`config.mk`:
```
export PLATFORM = sky130hd
export DESIGN_NAME = avl_mem_bridge_flat
export DESIGN_NICKNAME = d
export VERILOG_FILES = /design/src/rtl/avl_mem_bridge_if.sv /design/src/rtl/avl_mem_bridge.sv /design/src/flat_wrapper.sv
export SDC_FILE = /design/constraint.sdc
export NUM_CORES = 1
export LEC_CHECK = 0
export CAP_MARGIN = 20
export CORE_MARGIN = 5
export CORE_UTILIZATION = 29
export DETAILED_ROUTE_END_ITERATION = 7
export HOLD_SLACK_MARGIN = 0.06
export PLACE_DENSITY = 0.76
export SYNTH_ARGS = -nofsm -noshare
export SYNTH_HDL_FRONTEND = slang
export SYNTH_SLANG_ARGS = --single-unit
```
`constraint.sdc`:
```
create_clock -name iCLK -period 4.6 [get_ports iCLK]
set_input_delay 0.46 -clock iCLK [delete_from_list [all_inputs] [get_ports iCLK]]
set_output_delay 0.46 -clock iCLK [all_outputs]
set_load 0.02 [all_outputs]
```
`src/rtl/avl_mem_bridge_if.sv`:
```
// Avalon-MM bus between the memory bridge (master) and the external RAM (slave).
interface avl_mem_bridge_if #(
  parameter int RAM_ADDR_W = 26,
  parameter int RAM_DATA_W = 128
);
  logic                    avl_wait;
  logic                    avl_readdatavalid;
  logic [RAM_DATA_W-1:0]   avl_readdata;
  logic                    avl_read;
  logic                    avl_write;
  logic [RAM_ADDR_W-1:0]   avl_address;
  logic [RAM_DATA_W-1:0]   avl_writedata;
  logic [RAM_DATA_W/8-1:0] avl_byteenable;

  modport master (
    input  avl_wait,
    input  avl_readdatavalid,
    input  avl_readdata,
    output avl_read,
    output avl_write,
    output avl_address,
    output avl_writedata,
    output avl_byteenable
  );

  modport slave (
    output avl_wait,
    output avl_readdatavalid,
    output avl_readdata,
    input  avl_read,
    input  avl_write,
    input  avl_address,
    input  avl_writedata,
    input  avl_byteenable
  );
endinterface

```
`src/rtl/avl_mem_bridge.sv`:
```
// Bridges the CPU word-access port onto a wide Avalon-MM RAM port, one
// transaction at a time. Each CPU word maps onto a lane of the RAM word;
// reads that never see readdatavalid end with an error after TIMEOUT cycles.
module avl_mem_bridge #(
  parameter int RAM_ADDR_W = 26,
  parameter int RAM_DATA_W = 128,
  parameter int ADDR_W     = 32,
  parameter int DATA_W     = 32,
  parameter int TIMEOUT    = 256
) (
  input  logic                iCLK,
  input  logic                iRST_n,
  avl_mem_bridge_if.master    avl,
  input  logic [ADDR_W-1:0]   mem_addr,
  input  logic                mem_MemRead,
  input  logic                mem_MemWrite,
  input  logic [DATA_W-1:0]   mem_data_in,
  input  logic [DATA_W/8-1:0] mem_be,
  output logic [DATA_W-1:0]   mem_data_out,
  output logic                mem_ready,
  output logic                mem_busy,
  output logic                mem_err
);

  localparam int BE_W     = DATA_W / 8;
  localparam int RAM_BE_W = RAM_DATA_W / 8;
  localparam int LANES    = RAM_DATA_W / DATA_W;
  localparam int BOFF     = $clog2(BE_W);
  localparam int LB       = $clog2(LANES);
  localparam int LB_W     = (LB > 0) ? LB : 1;
  localparam int CNT_W    = (TIMEOUT > 1) ? $clog2(TIMEOUT) : 1;
  localparam logic [CNT_W-1:0] CNT_LAST = CNT_W'((TIMEOUT > 0) ? TIMEOUT - 1 : 0);

  typedef enum logic [2:0] {IDLE, WR, RD, RWAIT, DONE} state_t;

  state_t              state_q, state_d;
  logic [CNT_W-1:0]    cnt_q, cnt_d;
  logic                accept, capture, clear_data, err_d;

  logic [LB_W-1:0]       lane_d, lane_q;
  logic [RAM_ADDR_W-1:0] word_addr;
  logic [RAM_BE_W-1:0]   be_d;
  logic                  unused_addr_bits;

  logic                  avl_read_q, avl_write_q;
  logic [RAM_ADDR_W-1:0] addr_q;
  logic [RAM_DATA_W-1:0] wdata_q;
  logic [RAM_BE_W-1:0]   be_q;

  // Request decode: lane within the RAM word, RAM word address, lane byte enables.
  assign lane_d    = (LB > 0) ? mem_addr[BOFF +: LB_W] : '0;
  assign word_addr = mem_addr[BOFF+LB +: RAM_ADDR_W];
  assign be_d      = mem_MemWrite ? (RAM_BE_W'(mem_be) << (lane_d * BE_W)) : '1;
  // Sub-word and above-window address bits are deliberately ignored.
  assign unused_addr_bits = ^mem_addr;

  assign avl.avl_read       = avl_read_q;
  assign avl.avl_write      = avl_write_q;
  assign avl.avl_address    = addr_q;
  assign avl.avl_writedata  = wdata_q;
  assign avl.avl_byteenable = be_q;

  // Next-state logic: request dispatch, Avalon handshake and read timeout.
  always_comb begin
    // NOTE: every signal gets a default before the case so no path leaves it
    // unassigned; a missing default here would infer a latch.
    state_d    = state_q;
    cnt_d      = cnt_q;
    accept     = 1'b0;
    capture    = 1'b0;
    clear_data = 1'b0;
    err_d      = 1'b0;
    case (state_q)
      IDLE: begin
        if (mem_MemRead && mem_MemWrite) begin
          accept  = 1'b1;
          err_d   = 1'b1;
          state_d = DONE;
        end else if (mem_MemWrite && mem_be == '0) begin
          accept  = 1'b1;
          state_d = DONE;
        end else if (mem_MemWrite) begin
          accept  = 1'b1;
          state_d = WR;
        end else if (mem_MemRead) begin
          accept  = 1'b1;
          state_d = RD;
        end
      end
      WR: begin
        if (!avl.avl_wait) state_d = DONE;
      end
      RD: begin
        if (!avl.avl_wait) begin
          if (avl.avl_readdatavalid) begin
            capture = 1'b1;
            state_d = DONE;
          end else begin
            cnt_d   = '0;
            state_d = RWAIT;
          end
        end
      end
      RWAIT: begin
        if (avl.avl_readdatavalid) begin
          capture = 1'b1;
          state_d = DONE;
        end else if (TIMEOUT != 0 && cnt_q == CNT_LAST) begin
          clear_data = 1'b1;
          err_d      = 1'b1;
          state_d    = DONE;
        end else begin
          cnt_d = cnt_q + CNT_W'(1);
        end
      end
      DONE:    state_d = IDLE;
      default: state_d = IDLE;
    endcase
  end

  // State register and timeout counter.
  always_ff @(posedge iCLK) begin
    // NOTE: sequential state uses non-blocking assignments so every register
    // samples the pre-edge values regardless of statement order.
    if (!iRST_n) begin
      state_q <= IDLE;
      cnt_q   <= '0;
    end else begin
      state_q <= state_d;
      cnt_q   <= cnt_d;
    end
  end

  // Registered outputs, decoded from the next state, plus captured request fields.
  always_ff @(posedge iCLK) begin
    // NOTE: the datapath registers are reset too, because their reset values
    // are directly visible on the output ports.
    if (!iRST_n) begin
      avl_read_q   <= 1'b0;
      avl_write_q  <= 1'b0;
      addr_q       <= '0;
      wdata_q      <= '0;
      be_q         <= '0;
      lane_q       <= '0;
      mem_data_out <= '0;
      mem_ready    <= 1'b0;
      mem_busy     <= 1'b0;
      mem_err      <= 1'b0;
    end else begin
      avl_read_q  <= (state_d == RD);
      avl_write_q <= (state_d == WR);
      mem_ready   <= (state_d == DONE);
      mem_busy    <= (state_d != IDLE);
      mem_err     <= err_d;
      if (accept) begin
        addr_q  <= word_addr;
        wdata_q <= {LANES{mem_data_in}};
        be_q    <= be_d;
        lane_q  <= lane_d;
      end
      if (capture)
        mem_data_out <= avl.avl_readdata[lane_q*DATA_W +: DATA_W];
      else if (clear_data)
        mem_data_out <= '0;
    end
  end

endmodule

```
`src/flat_wrapper.sv`:
```
// flat-port wrapper written by rule: the top's interface ports become plain ports
module avl_mem_bridge_flat 
#(
  parameter int RAM_ADDR_W = 26,
  parameter int RAM_DATA_W = 128,
  parameter int ADDR_W     = 32,
  parameter int DATA_W     = 32,
  parameter int TIMEOUT    = 256
)
  (iCLK, iRST_n, mem_addr, mem_MemRead, mem_MemWrite, mem_data_in, mem_be, mem_data_out, mem_ready, mem_busy, mem_err, avl_avl_wait, avl_avl_readdatavalid, avl_avl_readdata, avl_avl_read, avl_avl_write, avl_avl_address, avl_avl_writedata, avl_avl_byteenable);
  avl_mem_bridge_if #(.RAM_ADDR_W(RAM_ADDR_W), .RAM_DATA_W(RAM_DATA_W)) avl_i ();
  input  logic iCLK;
  input  logic iRST_n;
  input  logic [ADDR_W-1:0] mem_addr;
  input  logic mem_MemRead;
  input  logic mem_MemWrite;
  input  logic [DATA_W-1:0] mem_data_in;
  input  logic [DATA_W/8-1:0] mem_be;
  output logic [DATA_W-1:0] mem_data_out;
  output logic mem_ready;
  output logic mem_busy;
  output logic mem_err;
  input wire logic [$bits(avl_i.avl_wait)-1:0] avl_avl_wait;
  input wire logic [$bits(avl_i.avl_readdatavalid)-1:0] avl_avl_readdatavalid;
  input wire logic [$bits(avl_i.avl_readdata)-1:0] avl_avl_readdata;
  output wire logic [$bits(avl_i.avl_read)-1:0] avl_avl_read;
  output wire logic [$bits(avl_i.avl_write)-1:0] avl_avl_write;
  output wire logic [$bits(avl_i.avl_address)-1:0] avl_avl_address;
  output wire logic [$bits(avl_i.avl_writedata)-1:0] avl_avl_writedata;
  output wire logic [$bits(avl_i.avl_byteenable)-1:0] avl_avl_byteenable;
  assign avl_i.avl_wait = avl_avl_wait;
  assign avl_i.avl_readdatavalid = avl_avl_readdatavalid;
  assign avl_i.avl_readdata = avl_avl_readdata;
  assign avl_avl_read = avl_i.avl_read;
  assign avl_avl_write = avl_i.avl_write;
  assign avl_avl_address = avl_i.avl_address;
  assign avl_avl_writedata = avl_i.avl_writedata;
  assign avl_avl_byteenable = avl_i.avl_byteenable;
  avl_mem_bridge #(.RAM_ADDR_W(RAM_ADDR_W), .RAM_DATA_W(RAM_DATA_W), .ADDR_W(ADDR_W), .DATA_W(DATA_W), .TIMEOUT(TIMEOUT)) u_core (.iCLK(iCLK), .iRST_n(iRST_n), .avl(avl_i), .mem_addr(mem_addr), .mem_MemRead(mem_MemRead), .mem_MemWrite(mem_MemWrite), .mem_data_in(mem_data_in), .mem_be(mem_be), .mem_data_out(mem_data_out), .mem_ready(mem_ready), .mem_busy(mem_busy), .mem_err(mem_err));
endmodule
```
**Word-level counts from Yosys, hierarchy flattened**

Cells that the tools add are included.

- Reduce and logical (&&, ||, !) cells: 8
- Mux-type cells: 31
- Shifts and indexed selects: 2
- $add $sub $neg: 1
- Equal/unequal tests: 11

Operators with widths:

| kind | count |
|---|---|
| indexed part select 128 x 8 -> 32 bit | 1 |
| two-way mux 32 bit | 2 |
| two-way mux 8 bit | 4 |
| two-way mux 3 bit | 9 |
| two-way mux 16 bit | 1 |
| case mux 8 bit (2 select lines) | 1 |
| left shift 4 x 4 -> 16 bit | 1 |
| case mux 3 bit (4 select lines) | 1 |
| two-way mux 1 bit | 11 |
| == test 3 x 2 -> 1 bit, second input constant | 3 |
| adder 8 x 1 -> 8 bit, second input constant | 1 |
| == test 8 bit, second input constant | 1 |
| inequality test 2 bit, second input constant | 4 |
| == test 3 x 1 -> 1 bit, second input constant | 2 |
| AND reduction 5 bit | 1 |
| logical NOT 4 bit | 1 |
| case mux 1 bit (2 select lines) | 2 |
| nonzero test 2 bit | 2 |
| == test 3 bit, second input constant | 1 |
| logical NOT 3 bit | 1 |
| nonzero test 3 bit | 1 |
| logical AND 1 bit | 2 |

- Word-level logic and storage cells: 65
- Register bits after elaboration: 220
- Bits of input ports: 202

**Depth between registers and ports, before layout**

- Depth in word-level cells: 6
- Mapped depth: 8
- Mapped depth without buffers: 5

**Least setup slack after synthesis**

Ideal clock, no wire load.

- Path kind: input to register
- Start point: input port avl_avl_wait
- End point: register u_core.cnt_q[5]
- Arrival: 1.695 ns
- Stages: 5
- Setup time: 0.070 ns
- Buffers on the path: 1
- Setup slack: 2.835 ns
- Cell sequence: clkbuf_1 -> nor4b_4 -> o211ai_1 -> or4_1 -> a21oi_1

- Cells in the longest elaborated chain, start to end: 2

RTL lines:

| element | RTL line | source |
|---|---|---|
| from (decl) | flat_wrapper.sv:23 | `input wire logic [$bits(avl_i.avl_wait)-1:0] avl_avl_wait;` |
| inequality test 2 bit (no line) | -- |  |
| AND reduction 5 bit (no line) | -- |  |
| to (signal assigned) | avl_mem_bridge.sv:130 | `cnt_q <= cnt_d;` |
| to (decl) | avl_mem_bridge.sv:37 | `logic [CNT_W-1:0] cnt_q, cnt_d;` |

No other way between the ends.
A chain may end at the register's enable or synchronous reset.

**Worst setup path in the final report**

- Start point: input port mem_MemWrite
- End point: register u_core.be_q[4] (netlist: u_core.avl.avl_byteenable[4])

- Cells in the longest elaborated chain, start to end: 4

RTL lines:

| element | RTL line | source |
|---|---|---|
| from (decl) | flat_wrapper.sv:16 | `input logic mem_MemWrite;` |
| two-way mux 1 bit or logical AND 1 bit (tied branches) | avl_mem_bridge.sv:82, avl_mem_bridge.sv:79 |  |
| two-way mux 1 bit | avl_mem_bridge.sv:79 | `end else if (mem_MemWrite && mem_be == '0) begin` |
| two-way mux 1 bit | avl_mem_bridge.sv:75 | `if (mem_MemRead && mem_MemWrite) begin` |
| two-way mux 1 bit | avl_mem_bridge.sv:73 | `case (state_q)` |
| to (signal assigned) | avl_mem_bridge.sv:143 | `be_q <= '0;` |
| to (signal assigned) | avl_mem_bridge.sv:158 | `be_q <= be_d;` |
| to (decl) | avl_mem_bridge.sv:48 | `logic [RAM_BE_W-1:0] be_q;` |

Several ways; a longest one is shown, not always the timed one.

==> flow_metrics.py <==
metrics = {
    "synth": {
        "synth-adder-area-share_pct": 0.195,
        "synth_area_leaders": "dfxtp_1 (39%), a21boi_1 (12%), buf_4 (11%)",
        "synth-seq-cells": 124,
        "synthArstFlopShare_pct": 0,
        "muxShareOfSynthArea_pct": 11.2,
        "synth_area_sq_um": 6430,
        "syn-num-nets": 919,
        "synth_compound_area_share_pct": 17.6,
        "syn_avg_cell_area_sq_um": 8.98,
        "seq_area_frac_synth_pct": 38.6,
        "yosys.area_share.simple_pct": 17.5,
        "synth-edff-count": 0,
        "postSynthCellCount": 716,
        "synth.distinct_cells": 44,
        "ys_dominant_reg_cell": "dfxtp_1",
        "synth_top_area_share_pct": 38.6,
        "synth-xor-area-share_pct": 0,
        "synth-warning-count": 0,
        "synth_top_family_by_area": "compound AO/OA/AOI/OAI gates",
        "synth.largest_area_cell": "dfxtp_1",
    },
    "grt": {
        "grt_pass1_wl_mm": 33.4,
        "globalRoute.totalOverflow": 0,
        "grt_max_degree": 120,
        "antenna_found_initial": 0,
        "grt.total_usage_pct": 16.2,
        "grt_pass1_vias": 6141,
    },
    "timing": {
        "rsz0062_at_grt": "no",
        "worst_pin_slew_ps": 1000,
        "fmax_mhz": 412,
        "period_share_pct": 52.7,
        "setup_violations": 0,
        "drv_slew": 0,
        "slew_headroom_pct": 33.1,
        "final.min_clock_period_ps": 2420,
        "clock-skew-final_ps": 11.5,
        "finalSetupTns_ps": 0,
        "hold_viol": 0,
        "whs_ps": 451,
    },
    "die": {
        "die_h_um": 159,
        "coreArea_sq_um": 21800,
        "ioPinCount": 409,
        "fp-row-count": 54,
        "dieArea_sq_um": 25300,
        "initial_core_util_pct": 29.5,
        "die_w_um": 159,
    },
    "cells_and_area": {
        "diodes": 0,
        "finish.net_count": 1199,
        "utilization_pct": 48.6,
        "layout_commonest_cell": "clkdlybuf4s50_1",
        "finish.instance_area_sq_um": 10600,
        "mostFrequentLayoutCells": "clkdlybuf4s50_1 (403), nand2_1 (172), dfxtp_1 (123)",
        "drive_gt1_share_pct": 7.93,
        "area_growth_pct": 65.0,
    },
    "cts": {
        "clk_pin_slew_ps": 60,
        "clock_sinks": 124,
        "insertion_delay_ps": 410,
        "h-tree-depth": 4,
        "ctsHoldBuffers": 0,
        "cts-resized-gates": 0,
        "post_cts_buffers": 0,
        "cts_tree": "built",
        "numCtsBuffers": 17,
        "cts_root_buf": "clkbuf_16",
        "cts_buffer_depth": 2,
    },
    "drt": {
        "vias": 6120,
        "drc": 0,
        "drt-initial-drc-count": 285,
        "dr.pass1.iters": 4,
        "postRouteAntennaNets": 0,
        "vias_per_cell": 4.75,
        "drt-total-wl_mm": 21.7,
        "drt-wirelength-per-cell_um": 16.8,
    },
    "status": {
        "outcome": "finished, final reports clean",
    },
    "critical_path": {
        "timing.rr.start": "u_core.state_q[2]",
        "required_ps": 4900,
        "critPathMaxStageDelay_ps": 780,
        "reg2reg_to": "u_core.avl.avl_byteenable[4]",
        "worst_setup_path_start_kind": "primary input",
        "slowest_stage": "clkdlybuf4s50_1",
        "cp_max_fo": 78,
        "cp_cell_sequence": "clkdlybuf4s50_1 -> nor2_1 -> nor2b_4 -> buf_4 -> nand3_1 -> o211a_1",
        "rrSetupSlack_ps": 2220,
        "crit_type": "in2reg",
        "rr_worst_depth": 5,
        "arrival_ps": 2720,
        "end_kind": "register",
    },
    "min_path": {
        "min_to": "u_core.avl.avl_address[15]",
        "holdCritPathClass": "reg2reg",
        "min_path_cells": 2,
        "min_from": "u_core.avl.avl_address[15]",
    },
    "power_and_ir_drop": {
        "peakVddDrop_v": 0.000256,
        "p_per_area_nw_per_um2": 358,
        "p_total_mw": 3.80,
        "leakage_nw": 3.84,
    },
    "placement": {
        "port_buffers": 404,
        "post_dp_cell_area_sq_um": 9950,
        "place_congestion": 0.789,
        "hpwlAfterDp_mm": 16.5,
    },
    "flow_run": {
        "cap_violations": 0,
    },
}
## synth_stat cells, types with 2 or more instances
cell type / number
nand2_1: 172
dfxtp_1: 124
a21boi_1: 103
buf_4: 96
nand3_1: 45
clkbuf_1: 38
mux4_2: 32
buf_2: 12
o21ai_1: 10
a21oi_1: 9
o211a_1: 8
nand4_1: 7
nor2_1: 6
nor2b_1: 6
a2111o_1: 3
and3_1: 3
buf_1: 3
inv_1: 3
o2111ai_1: 3
o21ai_0: 3
a21bo_1: 2
a21o_1: 2
nor3b_1: 2
o211ai_1: 2
o31ai_1: 2
or4_1: 2
## state kept, by name (all words and copies together) (netlist names)
signal	count
u_core.avl.avl_writedata	32
u_core.mem_err	1
u_core.avl.avl_read	1
u_core.avl.avl_write	1
u_core.cnt_q	8
u_core.lane_q	2
u_core.mem_ready	1
u_core.state_q	3
u_core.avl.avl_byteenable	16
u_core.mem_data_out	32
u_core.avl.avl_address	26
u_core.mem_busy	1
## where the power goes
| group | leakage [nW] | internal [mW] | switching [mW] |
|---|---|---|---|
| clock | 0.303 | 0.919 | 0.540 |
| combinational | 2.52 | 0.575 | 0.518 |
| sequential | 1.02 | 1.16 | 0.0823 |
| total | 3.84 | 2.66 | 1.14 |
## stage by stage
step                      setup WS, ps  instances
after CTS                         2140       1288
final                             2180       1289
after global placement            1740       1256
after detailed placement          1710       1256
after floorplan                   2830        716
after global routing              1960       1289
## critical path, delay by kind of cell
family	cells	cell delay (ps)
AOI/OAI and AO/OA	1	170
buffers and inverters	2	1460
and+or+nand+nor	3	610
## cell type report
| cell class | count | area (sq um) |
|---|---|---|
| Fill cell | 2045 | 11200 |
| Timing Repair Buffer | 411 | 4110 |
| Multi-Input combinational cell | 439 | 3020 |
| Sequential cell | 124 | 2480 |
| Clock buffer | 17 | 425 |
| Tap cell | 280 | 350 |
| Clock inverter | 15 | 211 |
| Inverter | 3 | 11.3 |
## how the worst max path moves through the flow
stage / to / depth (start not counted) / from / slack [ps]
after floorplan: u_core.cnt_q[5] / 5 / avl_avl_wait / 2830
after global placement: u_core.avl.avl_byteenable[4] / 6 / mem_MemWrite / 1740
after detailed placement: u_core.avl.avl_byteenable[4] / 6 / mem_MemWrite / 1710
after CTS: u_core.avl.avl_byteenable[4] / 6 / mem_MemWrite / 2140
after global routing: u_core.avl.avl_byteenable[4] / 6 / mem_MemWrite / 1960
final: u_core.avl.avl_byteenable[4] / 6 / mem_MemWrite / 2180
## routing by layer
layer / share of wire (%) / track usage (%)
met2: 52 / 29.5
met3: 9.7 / 6.45
met4: 2.1 / 5.47
met5: 0 / 0
met1: 36 / 17.0
## logic make-up after synthesis
family / Yosys count
AOI/OAI and AO/OA: 152
adders and majority gates: 1
buffers and inverters: 153
DFF: 124
muxes: 32
and+or+nand+nor: 254
No activity file was read; power rests on OpenSTA's default activity.
